**src/rtl/jpeg_uart_packer.sv**
```systemverilog
// Buffers 16-bit encoder words and paces them into a UART one byte at a time, MSB first.
// Optional frame trailer (0xA5, 0x5A) after each tlast word when JPEG_UART_TRAILER_EN is defined.
module jpeg_uart_packer #(
    parameter int FIFO_DEPTH  = 64,
    parameter int COUNT_WIDTH = 24
) (
    input  logic                          s00_axis_aclk,
    input  logic                          s00_axis_aresetn,
    input  logic                          s00_axis_tvalid,
    output logic                          s00_axis_tready,
    input  logic [15:0]                   s00_axis_tdata,
    input  logic                          s00_axis_tlast,
    output logic [7:0]                    tx_byte_out,
    output logic                          tx_trigger_out,
    input  logic                          tx_busy_in,
    output logic                          frame_done_out,
    output logic [$clog2(FIFO_DEPTH):0]   fifo_count_out,
    output logic [COUNT_WIDTH-1:0]        byte_count_out
);

    localparam int AW = $clog2(FIFO_DEPTH);
    localparam logic [AW:0] FULL_LEVEL = (AW+1)'(FIFO_DEPTH);

    typedef enum logic [2:0] {
        IDLE,
        LOAD,
        FIRE,
        WAIT_ACK,
        WAIT_DONE
    } state_t;

    state_t state, state_next;

    logic              run;
    logic [16:0]       mem [FIFO_DEPTH];
    logic [AW-1:0]     wr_ptr;
    logic [AW-1:0]     rd_ptr;
    logic [AW:0]       count;
    logic              wr_en;
    logic              rd_en;

    logic [7:0]        hold_hi;
    logic [7:0]        hold_lo;
    logic              hold_last;
    logic [1:0]        byte_idx;
    logic [7:0]        byte_sel;
    logic              more_bytes;
    logic              frame_end;
    logic              step;
    logic              done_pulse;

    // Reset release is registered so tready rises on the first clock after deassertion.
    always_ff @(posedge s00_axis_aclk or negedge s00_axis_aresetn) begin
        if (!s00_axis_aresetn) run <= 1'b0;
        else                   run <= 1'b1;
    end

    assign s00_axis_tready = run && (count < FULL_LEVEL);
    assign wr_en           = s00_axis_tvalid && s00_axis_tready;
    assign rd_en           = (state == IDLE) && (count != '0);
    assign fifo_count_out  = count;

    always_ff @(posedge s00_axis_aclk) begin
        if (wr_en) mem[wr_ptr] <= {s00_axis_tlast, s00_axis_tdata};
    end

    always_ff @(posedge s00_axis_aclk or negedge s00_axis_aresetn) begin
        if (!s00_axis_aresetn) begin
            wr_ptr <= '0;
            rd_ptr <= '0;
            count  <= '0;
        end else begin
            if (wr_en) wr_ptr <= wr_ptr + 1'b1;
            if (rd_en) rd_ptr <= rd_ptr + 1'b1;
            case ({wr_en, rd_en})
                2'b10:   count <= count + 1'b1;
                2'b01:   count <= count - 1'b1;
                default: ;
            endcase
        end
    end

    // byte_idx walks hi, lo and (when enabled) the two trailer bytes of the held word.
`ifdef JPEG_UART_TRAILER_EN
    assign more_bytes = (byte_idx == 2'd0) || ((byte_idx == 2'd1) && hold_last) || (byte_idx == 2'd2);
    assign frame_end  = (byte_idx == 2'd3);
`else
    assign more_bytes = (byte_idx == 2'd0);
    assign frame_end  = (byte_idx == 2'd1) && hold_last;
`endif

    always_comb begin
        byte_sel = hold_lo;
        case (byte_idx)
            2'd0:    byte_sel = hold_hi;
            2'd1:    byte_sel = hold_lo;
`ifdef JPEG_UART_TRAILER_EN
            2'd2:    byte_sel = 8'hA5;
            2'd3:    byte_sel = 8'h5A;
`endif
            default: ;
        endcase
    end

    always_ff @(posedge s00_axis_aclk or negedge s00_axis_aresetn) begin
        if (!s00_axis_aresetn) state <= IDLE;
        else                   state <= state_next;
    end

    always_comb begin
        state_next     = state;
        tx_trigger_out = 1'b0;
        step           = 1'b0;
        done_pulse     = 1'b0;
        case (state)
            IDLE:      if (count != '0) state_next = LOAD;
            LOAD:      state_next = FIRE;
            FIRE: begin
                tx_trigger_out = 1'b1;
                state_next     = WAIT_ACK;
            end
            WAIT_ACK:  if (tx_busy_in) state_next = WAIT_DONE;
            WAIT_DONE: begin
                if (!tx_busy_in) begin
                    step = 1'b1;
                    if (more_bytes) begin
                        state_next = LOAD;
                    end else begin
                        state_next = IDLE;
                        done_pulse = frame_end;
                    end
                end
            end
            default:   state_next = IDLE;
        endcase
    end

    always_ff @(posedge s00_axis_aclk or negedge s00_axis_aresetn) begin
        if (!s00_axis_aresetn) begin
            hold_hi        <= '0;
            hold_lo        <= '0;
            hold_last      <= 1'b0;
            byte_idx       <= '0;
            tx_byte_out    <= '0;
            byte_count_out <= '0;
            frame_done_out <= 1'b0;
        end else begin
            frame_done_out <= done_pulse;
            if (rd_en) begin
                {hold_last, hold_hi, hold_lo} <= mem[rd_ptr];
                byte_idx <= '0;
            end
            if (step && more_bytes) byte_idx <= byte_idx + 1'b1;
            if (state == LOAD) tx_byte_out <= byte_sel;
            if (state == FIRE) byte_count_out <= byte_count_out + 1'b1;
        end
    end

endmodule

```
**config.mk**
```make
export PLATFORM = sky130hd
export DESIGN_NAME = jpeg_uart_packer
export DESIGN_NICKNAME = d
export VERILOG_FILES = /design/src/rtl/jpeg_uart_packer.sv
export SDC_FILE = /design/constraint.sdc
export NUM_CORES = 1
export LEC_CHECK = 0
export CAP_MARGIN = 0
export CELL_PAD_IN_SITES_DETAIL_PLACEMENT = 1
export CELL_PAD_IN_SITES_GLOBAL_PLACEMENT = 1
export CORE_UTILIZATION = 40
export CTS_CLUSTER_SIZE = 25
export DETAILED_ROUTE_END_ITERATION = 10
export PLACE_DENSITY = 0.64
export REMOVE_ABC_BUFFERS = 1
export SYNTH_ARGS = -nofsm -noshare
export SYNTH_HDL_FRONTEND = slang
export SYNTH_SLANG_ARGS = --single-unit
```
**constraint.sdc**
```tcl
create_clock -name s00_axis_aclk -period 4.7 [get_ports s00_axis_aclk]
set_clock_uncertainty 0.1 [all_clocks]
set_input_delay 1.41 -clock s00_axis_aclk [delete_from_list [all_inputs] [get_ports s00_axis_aclk]]
set_output_delay 1.41 -clock s00_axis_aclk [all_outputs]
set_load 0.1 [all_outputs]
```
* Yosys cells after proc, flatten, opt, wreduce, memory -nomap -nowiden *
Memory sizes are Yosys's and may differ from the RTL's. A register that Yosys moved wholly into a read port is not among the register bits.
Cells that the tools add are included.

cells by class
  add/subtract/negate cells = 6
  order comparisons = 1
  equality and inequality tests = 10
  mux-type cells = 17
  reduce and logical (&&, ||, !) cells = 12

operator list
  cell                                                 count
  adder 24 x 1 -> 24 bit, second input constant        1
  one-hot mux 3 bit (5 select lines)                   1
  one-hot mux 7 bit (2 select lines)                   1
  adder 6 x 1 -> 6 bit, second input constant          2
  2-to-1 mux 1 bit                                     9
  2-to-1 mux 3 bit                                     3
  2-to-1 mux 8 bit                                     1
  adder 7 x 1 -> 7 bit, second input constant          1
  < comparator 7 bit, second input constant            1
  nonzero test 7 bit                                   1
  subtractor 7 x 1 -> 7 bit, second input constant     1
  equality test 3 x 2 -> 1 bit, second input constant  2
  logical AND 1 bit                                    5
  equality test 2 x 1 -> 1 bit, second input constant  2
  2-to-1 mux 2 bit                                     2
  inequality test 2 bit, second input constant         2
  nonzero test 2 bit                                   2
  equality test 3 x 1 -> 1 bit, second input constant  1
  equality test 3 bit, second input constant           1
  logical NOT 3 bit                                    1
  AND reduction 3 bit                                  1
  adder 2 x 1 -> 2 bit, second input constant          1
  equality test 2 bit, second input constant           1
  logical NOT 2 bit                                    1
  other kinds (2)                                      2

storage, ports and cells
  register bits = 58
  memory bits (writable) = 1088
  bits of input ports = 21
  output and inout port bits = 42
  word-level logic and storage cells = 56
  memories = 1

memories
  memory  words  bits a word  rd ports  clocked after memory_dff  write ports  line  RTL
  mem     64     17           1         1                         1            35    logic [16:0] mem [FIFO_DEPTH];

* Longest topological paths before layout *
Gate-level depths: netlist (run 1).

  depth in word-level cells = 5
  mapped depth = 13
  gate-level depth less buffers = 11

* Least setup slack after synthesis (run 1) *
OpenSTA, ideal clock, no wires.

  kind = input port to flip-flop
  start = input s00_axis_tvalid
  end = register count[6], in the netlist fifo_count_out[6]
  library setup time = 0.163 ns
  arrival = 3.499 ns
  data required time = 4.437 ns
  path slack = 0.938 ns
  stages = 12
  buffers on the path = 2
  path through = and3b_1 > clkbuf_1 > inv_1 > ha_1 > buf_2 > xor2_1 > ha_1 > nor2_1 > a22oi_1 > or4_1 > a221oi_1 > xor2_1

between the ends
  cells in the longest elaborated chain, start to end = 3
  elaborated cells on any way between the ends = 5
  those cells by class = eq/ne (2); mux (1); reduce/logical (2)

ends and longest elaborated chain
  item                                                                             line  RTL
  from (decl)                                                                      9     input logic s00_axis_tvalid,
  logical AND 1 bit (*)                                                            59    assign wr_en = s00_axis_tvalid && s00_axis_tready;
  equality test 2 x 1 -> 1 bit / equality test 2 bit (equally long branches)       75    case ({wr_en, rd_en})
  one-hot mux 7 bit (2 select lines) / nonzero test 2 bit (equally long branches)  -
  to (signal assigned)                                                             76    2'b10: count <= count + 1'b1;
  to (signal assigned)                                                             77    2'b01: count <= count - 1'b1;
  to (decl)                                                                        38    logic [AW:0] count;

Every way passes the cells marked *; elsewhere a longest branch is shown, timed or not.
A chain may end at the register's enable or synchronous reset.

* Worst setup path after layout (run 1) *
  start = register count[1], in the netlist fifo_count_out[1]
  end = output fifo_count_out[1]

RTL lines
  item       line  RTL
  to (decl)  17    output logic [$clog2(FIFO_DEPTH):0] fifo_count_out,

No word-level cell between the ends.

==> metrics.txt, run 1 <==
drt wl/cell roughly 29 um; Worst path max stage delay 1.23 ns; DP HPWL 71,830 um; Via Count approximately 23,000; CP endpoint kind output port; post-route clock period utilization 85.00%; Syn. warnings 0; minimum clock period 3.995 ns; hold_sp byte_count_out[23]$_DFFE_PN0P_; commonest non-fill, non-tap cells in the layout edfxtp_1 (1,088), mux4_2 (232), buf_4 (127); Mapped Cells around 2,200; highest clock rate approximately 0.25 GHz; WP buf/inv 1; RSZ-0062 raised after global routing false; commonest non-fill, non-tap cell in the layout edfxtp_1; CTS resizes 0; core footprint 111,400 um2; Hold Path Class reg2reg; Worst R2R Start fifo_count_out[4]$_DFFE_PN0P_; Worst VDD drop ~0.34 mV; Synth Flop Type edfxtp_1; CTS tree yes; DR iter-0 viols about 2,300; CP cell instances clkdlybuf4s50_1; post-CTS setup buffer count 0; Via density 5.665; vias in the first global route 23,791; TritonCTS buffer count 117; EDFF count, synth 1,088; Die Y 338.3 um; clk buf depth 3; IO buf count between 60 and 70; gr usage total just over 20%; Cell Area, Synth 45,230 um2; critical path's slowest cell clkdlybuf4s50_1; ys async rst share 6.449%; switching pwr 0.009377 W; worst path arrival time 2.49 ns; Static Leak around 17 nW; CTS Hold Bufs 0; crit path launch fifo_count_out[1]$_DFFE_PN0P_; mux contribution to synthesized area between 10 and 15%; Seq pwr share roughly two fifths; final instance area just over 50,000 um2; xor and xnor area share after synthesis less than 1%; status finished clean; Area Overhead vs Synth 14.90%; post-synthesis simple-gate area fraction 2.708%; pwr/cell area 576.4 nW/um2; Die Area approximately 110,000 um2; Worst Path Required 3.19 ns; Final Max Slew Viols 0; first-pass GRT wire length approximately 170,000 um; maximum number of pins on one net before global-route repair 106; Detailed Routing Iterations Pass 1 6; Worst Hold Margin 0.3763 ns; CTS root buf clkbuf_16; Layout Nets about 2,400; Switching Fraction 31.30%; distinct cell type count of the synthesized netlist 66; Syn Area/Cell 20.47 um2; die width 338.3 um; placement row count around 120; Initial Utilization 40.59%; initial antenna violation count 2; worst-margin pin slew 1.348 ns; Max FO, Critical Path 11; DRC Markers 0; internal cell power 0.02058 W; Hold Fails Final Rpt 0; grt total ovfl 0; Setup crit start kind flip-flop; htree depth 3; global placement routability congestion 0.8547; Max-Slew Margin vs Limit just over 10%; FF+latch count, synth about 1,200; Gate power share a little over a quarter; largest family of logic cells by synthesized area multiplexers; layout cell share with drive strength beyond 1 23.45%; number of clock sinks 1,163; Top delay family on crit path buffers and inverters; Clock Power Share 32.0%; Routed Antenna Nets 0; num ports 63; # setup viols final 0; Routed WL 116,500 um; Area after DPL between 40,000 and 50,000 um2; Compound-Gate Fraction of Synth Area 3.715%; max-cap violations 0; Crit Path Category reg2out; worst-skew pair later-pin latency 0.69 ns; sequential element share of the synthesized area roughly 76%; Synth Area in Adders 0.2213%; Worst-path clk slew around 0.06 ns
==> sequential cells by signal (all words and copies together), names as in the netlist <==
register,cells
state,3
byte_count_out,24
hold_last,1
frame_done_out,1
rd_ptr,6
mem,1088
hold_hi,8
fifo_count_out,7
byte_idx,2
tx_byte_out,8
run,1
hold_lo,8
wr_ptr,6
==> final timing paths <==
check | to | slack, ns | depth (start not counted)
worst max-delay path | fifo_count_out[1] | 0.70 | 1
worst min-delay path | byte_count_out[23]$_DFFE_PN0P_ | 0.38 | 1
worst max register to register | fifo_count_out[6]$_DFFE_PN0P_ | 1.31 | 11
worst min register to register | byte_count_out[23]$_DFFE_PN0P_ | 0.38 | 1
max in group asynchronous | rd_ptr[1]$_DFFE_PN0P_ | 2.94 | 1
min in group asynchronous | frame_done_out$_DFF_PN0_ | 0.78 | 1
==> Yosys cell counts (10+ instances only) <==
cell type  number  share of area (%)
edfxtp_1     1088                 72
mux4_2        232                 12
mux2i_1       121                2.7
nor2_1        101               0.84
dfrtp_1        75                4.1
nand2_1        68               0.56
clkbuf_1       58               0.48
a21oi_1        45               0.50
a22oi_1        42               0.70
nand3_1        38               0.42
xnor2_1        27               0.52
buf_6          23               0.57
buf_2          20               0.22
o21ai_0        20               0.22
o22ai_1        17               0.24
o211ai_1       14               0.23
xor2_1         14               0.27
a211o_1        13               0.25
o221ai_1       12               0.23
buf_4          11               0.18
nor2b_1        10               0.14
==> power by group through the flow <==
stage               logic (W)  registers, W  clock network, W
floorplan             0.00384        0.0132                 0
global placement      0.00808        0.0124                 0
detailed placement    0.00820        0.0124                 0
CTS                   0.00824        0.0122           0.00977
global route          0.00862        0.0122            0.0101
finish                0.00819        0.0122           0.00959
==> cell type report <==
| class | instances | area (um2) |
|---|---|---|
| clock buffers | 135 | 3080 |
| flip-flops and latches | 1163 | 34560 |
| clock inverters | 81 | 873.3 |
| well taps | 1488 | 1862 |
| multi-input cells | 910 | 9928 |
| repair buffers | 191 | 1624 |
| fillers | 10236 | 59460 |
| inverters | 10 | 37.54 |
| diodes | 1 | 2.502 |
==> worst reg2reg max path: cells and delay by family, from the launching register on <==
kind,cells,cell delay [ns]
buf+inv,1,0.18
compound gates,3,0.61
xor+xnor,2,0.37
simple gates,3,0.95
fa+ha+maj,2,0.62
flops,1,0.48
==> routing by layer <==
| metal | track usage [%] | vias up | part of all wire (%) |
|---|---|---|---|
| met3 | 3.088 | 181 | 6.2 |
| met5 | 0 | - | 0 |
| li1 | - | 9460 | - |
| met2 | 31.65 | 790 | 46 |
| met1 | 29.42 | 12112 | 44 |
| met4 | 6.985 | 0 | 3.2 |
==> through the flow <==
| stage | total power, W | utilization (%) | setup TNS, ns | cells | worst slack [ns] |
|---|---|---|---|---|---|
| 2_1_floorplan | 0.01708 | - | -192.64 | 2083 | -8.704 |
| 3_3_place_gp | 0.02044 | 43.09 | 0 | 3762 | 0.3489 |
| 3_5_place_dp | 0.02058 | 43.09 | 0 | 3762 | 0.3866 |
| 4_1_cts | 0.03019 | 46.64 | 0 | 3978 | 0.6889 |
| 5_1_grt | 0.03094 | 46.64 | 0 | 3978 | 0.6295 |
| 6_report | 0.02996 | 46.64 | 0 | 3979 | 0.7048 |
==> kinds of logic (layout without fill, tap and decap cells) <==
logic type	count (synthesis)	after routing
muxes	359	359
adders and majority gates	8	8
other	1	2
and+or+nand+nor	266	266
buffers and inverters	137	417
xor gates and xnor gates	41	41
AOI/OAI and AO/OA	235	235
DFF	1163	1163
Note: power is estimated with default switching activity, not from simulation.
==> run 2: changes to the inputs <==
--- a/config.mk
+++ b/config.mk
@@ -8,10 +8,12 @@
 export CAP_MARGIN = 0
 export CELL_PAD_IN_SITES_DETAIL_PLACEMENT = 1
 export CELL_PAD_IN_SITES_GLOBAL_PLACEMENT = 1
+export CORE_MARGIN = 3
 export CORE_UTILIZATION = 40
 export CTS_CLUSTER_SIZE = 25
 export DETAILED_ROUTE_END_ITERATION = 10
 export PLACE_DENSITY = 0.64
+export RECOVER_POWER = 50
 export REMOVE_ABC_BUFFERS = 1
 export SYNTH_ARGS = -nofsm -noshare
 export SYNTH_HDL_FRONTEND = slang
==> run 2 against run 1 <==
Effect of this change:
- die area up 2.4%
- combinational power down 0.9%
- via count up 0.84%
- worst hold slack better by 0.0076 ns
- non-clock buffer count up 13
- sequential power about the same
- total power down 1.6%
- the flow now finishes with violations (max-capacitance violations, max-slew violations)
- critical path type is now in2reg
- global-route usage down 0.20 points
- worst setup slack worse by 0.27 ns
- clock-buffer cell count up 12
==> metrics.txt, run 2 (synthesis results as in run 1) <==
status finished with violations; failing checks max-capacitance violations, max-slew violations; Via Count 22,733; number of clock sinks 1,163; Initial Utilization 40.59%; grt total ovfl 0; Area Overhead vs Synth 14.43%; Hold Path Class reg2reg; cell count along the critical path 2; DR iter-0 viols 2,754; commonest non-fill, non-tap cell in the layout edfxtp_1; Routed WL 118,300 um; global placement routability congestion 0.8373; Worst Hold Margin approximately 0.38 ns; core footprint 111,400 um2; final worst slack 0.4373 ns; IO buf count 62; CTS Hold Bufs 0; RSZ-0062 raised after global routing false; Crit Path Category in2reg; vias in the first global route 23,594; crit path capture mem[8][15]$_DFFE_PP_; htree depth 3; Worst-path clk slew approximately 0.060 ns; Setup crit start kind input pin; # setup viols final 0; CTS root buf clkbuf_16; drt wl/cell 29.65 um; Max-Slew Margin vs Limit -94.18%; DP HPWL approximately 74,000 um; Setup Slack @ Placement 0.4134 ns; post-route clock period utilization 90.70%; post-route core utilization 46.45%; CP cell instances clkbuf_1 > clkbuf_1; Area after DPL approximately 48,000 um2; minimum clock period ~4.3 ns; initial antenna violation count 5; Worst R2R Setup Slack 0.96 ns; Detailed Routing Iterations Pass 1 5; most frequent CP cell clkbuf_1; die width 342.3 um; placement row count 122; pwr/cell area 569.8 nW/um2; CP endpoint kind flip-flop; Worst path max stage delay 1.61 ns; maximum number of pins on one net before global-route repair 93; critical path's slowest cell clkbuf_1; Biggest register mem; commonest non-fill, non-tap cells in the layout edfxtp_1 (1,088), mux4_2 (232), mux2i_1 (121), clkbuf_16 (121), buf_4 (112); R2R depth 6; Worst Path Required 4.76 ns; crit path launch s00_axis_tdata[15]; WP buf/inv 2; R2R Path End hold_lo[2]$_DFFE_PN0P_; DRC Markers 0; Die Area 117,100 um2; highest clock rate 0.2346 GHz; CTS resizes 0; gr usage total 20.17%; post-CTS setup buffer count 0; CTS tree yes; TNS Setup 0 ns; Worst VDD drop 0.3662 mV; Final Max Slew Viols 840; Static Leak 16.84 nW; hold_sp byte_count_out[23]$_DFFE_PN0P_; first-pass GRT wire length 170,500 um; Max FO, Critical Path 36; worst-skew pair later-pin latency roughly 0.68 ns; worst path arrival time 4.32 ns; Top delay family on crit path buffers and inverters; clk buf depth 3; Layout Nets 2,433; TritonCTS buffer count 115; final instance area between 50,000 and 60,000 um2; Routed Antenna Nets 0; biggest regs mem x1088, byte_count_out x24; Worst R2R Start rd_ptr[0]$_DFFE_PN0P_; worst-margin pin slew 2.913 ns; Via density 5.697; layout cell share with drive strength beyond 1 22.55%; Hold Fails Final Rpt 0; max reg flops 1,088; Die Y 342.3 um; max-cap violations 19; num ports 63
[run 2: cell count changes in the layout (fill, tap and decap cells not counted), sizes merged]
cell,previous run,this run
clkdlybuf4s50,43,41
bufinv,19,11
clkbuf,135,183
clkinv,56,54
inv,10,11
clkinvlp,6,1
buf,148,125
dlygate4sd3,0,2
[run 2: worst min-delay path by stage]
stage,endpoint,slack (ns),cells past startpoint
6_report,byte_count_out[23]$_DFFE_PN0P_,0.38,1
5_1_grt,byte_count_out[23]$_DFFE_PN0P_,0.39,1
4_1_cts,byte_count_out[23]$_DFFE_PN0P_,0.38,1
3_5_place_dp,byte_count_out[23]$_DFFE_PN0P_,0.37,1
3_3_place_gp,byte_count_out[23]$_DFFE_PN0P_,0.36,1
2_1_floorplan,byte_idx[1]$_DFFE_PN0P_,0.37,2
[run 2: stage by stage]
stage                     std cells  power (W)
after global placement         3775    0.02049
final                          3990    0.02949
after detailed placement       3775    0.02065
after global routing           3989    0.03057
after CTS                      3989    0.02970
after floorplan                2083    0.01708
[run 2: layout make-up]
cell class	count	area [um2]
diodes	1	2.502
clock buffers	147	3146
clock inverters	67	580.6
fillers	10308	59680
inverters	10	37.54
multi-input cells	910	9931
flip-flops and latches	1163	34560
well taps	1488	1862
repair buffers	204	1634
[run 2: layer usage]
metal | global-route usage (%) | routed length, um
met5 | 0 | 13
met4 | 7.305 | 4262
met3 | 2.866 | 6737
met2 | 31.81 | 55470
met1 | 28.80 | 51810
[run 2: where the power goes]
part / total [W] / switching [W] / internal (W)
clock: 0.00908 / 0.00379 / 0.00529
sequential: 0.0123 / 0.000641 / 0.0116
combinational: 0.00812 / 0.00485 / 0.00326
==> run 3: changes to the inputs <==
--- a/config.mk
+++ b/config.mk
@@ -8,7 +8,7 @@
 export CAP_MARGIN = 0
 export CELL_PAD_IN_SITES_DETAIL_PLACEMENT = 1
 export CELL_PAD_IN_SITES_GLOBAL_PLACEMENT = 1
-export CORE_MARGIN = 3
+export CORE_MARGIN = 2
 export CORE_UTILIZATION = 40
 export CTS_CLUSTER_SIZE = 25
 export DETAILED_ROUTE_END_ITERATION = 10
==> run 3 against run 2 <==
Effect of this change:
- critical path type unchanged
- largest power group unchanged
- total power shrank 0.45%
- the flow still finishes with violations (max-capacitance violations, max-slew violations)
- worst hold slack worse by 0.0054 ns
- via count shrank 0.48%
- largest cell class unchanged
==> metrics.txt, run 3 (synthesis results as in run 1) <==
Seq pwr share 41.3%; CTS resizes 0; Initial Utilization 40.26%; CTS Hold Bufs 0; core footprint 112,300 um2; initial antenna violation count 4; drt wl/cell 29.88 um; commonest non-fill, non-tap cell in the layout edfxtp_1; grt total ovfl 0; layout cell share with drive strength beyond 1 approximately 22%; Gate power share between 20 and 30%; minimum clock period 4.167 ns; Layout Nets 2,430; DP HPWL around 74,000 um; Routed WL 119,400 um; Worst path max stage delay 2.50 ns; CTS root buf clkbuf_16; Area after DPL roughly 48,000 um2; Max-Slew Margin vs Limit -138.8%; RSZ-0062 raised after global routing false; WP buf/inv 2; Max FO, Critical Path 64; Crit Path Category in2reg; num ports 63; first-pass GRT wire length 173,800 um; commonest non-fill, non-tap cells in the layout edfxtp_1 (1,088), mux4_2 (232), mux2i_1 (121); max-cap violations 22; Final Non-Filler Cells ~4,000; CTS tree yes; final instance area 51,560 um2; Die Y 340.3 um; TritonCTS buffer count 115; Top delay family on crit path buffers and inverters; max reg flops 1,088; Worst Path Required 4.58 ns; DR iter-0 viols 2,461; highest clock rate ~0.24 GHz; maximum number of pins on one net before global-route repair approximately 110; vias in the first global route about 24,000; Final Max Slew Viols 895; Static Leak 16.71 nW; Worst Hold Margin approximately 0.38 ns; critical path's slowest cell clkbuf_1; DRC Markers 0; Switching Fraction between 30% and 40%; htree depth 3; number of fill cells 10,393; number of clock sinks 1,163; cell total after placement 3,784; gr usage total 20.80%; post-route clock period utilization 88.67%; TNS Setup 0 ns; worst path arrival time 4.05 ns; failing checks max-capacitance violations, max-slew violations; pwr/cell area 569.4 nW/um2; Area Overhead vs Synth 13.99%; Detailed Routing Iterations Pass 1 5; # setup viols final 0; die width 340.3 um; placement row count 123; Die Area 115,800 um2; Setup Slack @ Placement between 0.4 and 0.5 ns; CP endpoint kind flip-flop; worst-margin pin slew 3.582 ns; register area 34,560 um2; worst-skew pair later-pin latency between 0.7 and 0.8 ns; final worst slack 0.5327 ns; Setup crit start kind input pin; internal cell power 0.01984 W; Clock Power Share 30.3%; status finished with violations; Hold Fails Final Rpt 0; global placement routability congestion 0.8620; post-CTS setup buffer count 0; Worst VDD drop 0.5606 mV; Biggest register mem; Hold Path Class reg2reg; Worst-path clk slew 0.06 ns; biggest regs mem x1088, byte_count_out x24; IO buf count slightly above 60; switching pwr 0.009519 W; Via density ~5.7; Multi-input gate area 9938 um2; Via Count 22,624; Routed Antenna Nets 0; CP cell instances buf_2 > clkbuf_1; clk buf depth 3
run 3: changes by cell type in the layout (fill, tap and decap cells not counted), moves of 5 or more:
cell       before  now
buf_12         10    5
clkbuf_1       50   64
clkbuf_16     121  115
clkinv_1       29   22
nor2_1         82   77
nor2_2         19   24
run 3: final timing paths:
kind / from / end / slack, ns / depth (start not counted)
min reg2reg: byte_count_out[23]$_DFFE_PN0P_ / byte_count_out[23]$_DFFE_PN0P_ / 0.38 / 1
max: s00_axis_tdata[0] / mem[1][0]$_DFFE_PP_ / 0.53 / 2
min in group asynchronous: s00_axis_aresetn / byte_count_out[8]$_DFFE_PN0P_ / 1.15 / 1
max reg2reg: rd_ptr[0]$_DFFE_PN0P_ / hold_hi[0]$_DFFE_PN0P_ / 0.71 / 7
min: byte_count_out[23]$_DFFE_PN0P_ / byte_count_out[23]$_DFFE_PN0P_ / 0.38 / 1
max in group asynchronous: s00_axis_aresetn / rd_ptr[0]$_DFFE_PN0P_ / 1.92 / 1
run 3: layer usage:
layer	global-route usage (%)	up-vias	share of wire [%]	wire length, um
met5	0	-	0.0084	10
met4	6.755	2	3.1	3736
met3	3.709	173	6.6	7898
met2	33.21	769	48	57460
met1	29.10	12193	42	50320
li1	-	9487	-	-
run 3: layout make-up:
class                           count  share of cell area (%)
Sequential cell                  1163                   67.04
Multi-Input combinational cell    910                   19.28
Clock buffer                      147                   5.854
Tap cell                         1500                   3.640
Timing Repair Buffer              201                   2.971
Clock inverter                     65                   1.143
Inverter                           10                 0.07281
Antenna cell                        1                0.004854
run 3: metrics by stage:
stage | power [W] | util, %
floorplan | 0.01708 | -
global placement | 0.02060 | 42.79
detailed placement | 0.02073 | 42.79
CTS | 0.02962 | 46.00
global route | 0.03039 | 45.89
finish | 0.02936 | 45.89
run 3: power groups by stage:
stage / Combinational [W] / Sequential (W) / Clock, W
CTS: 0.00845 / 0.0121 / 0.00906
global route: 0.00880 / 0.0122 / 0.00943
global placement: 0.00831 / 0.0123 / 0
finish: 0.00835 / 0.0121 / 0.00888
floorplan: 0.00384 / 0.0132 / 0
detailed placement: 0.00841 / 0.0123 / 0
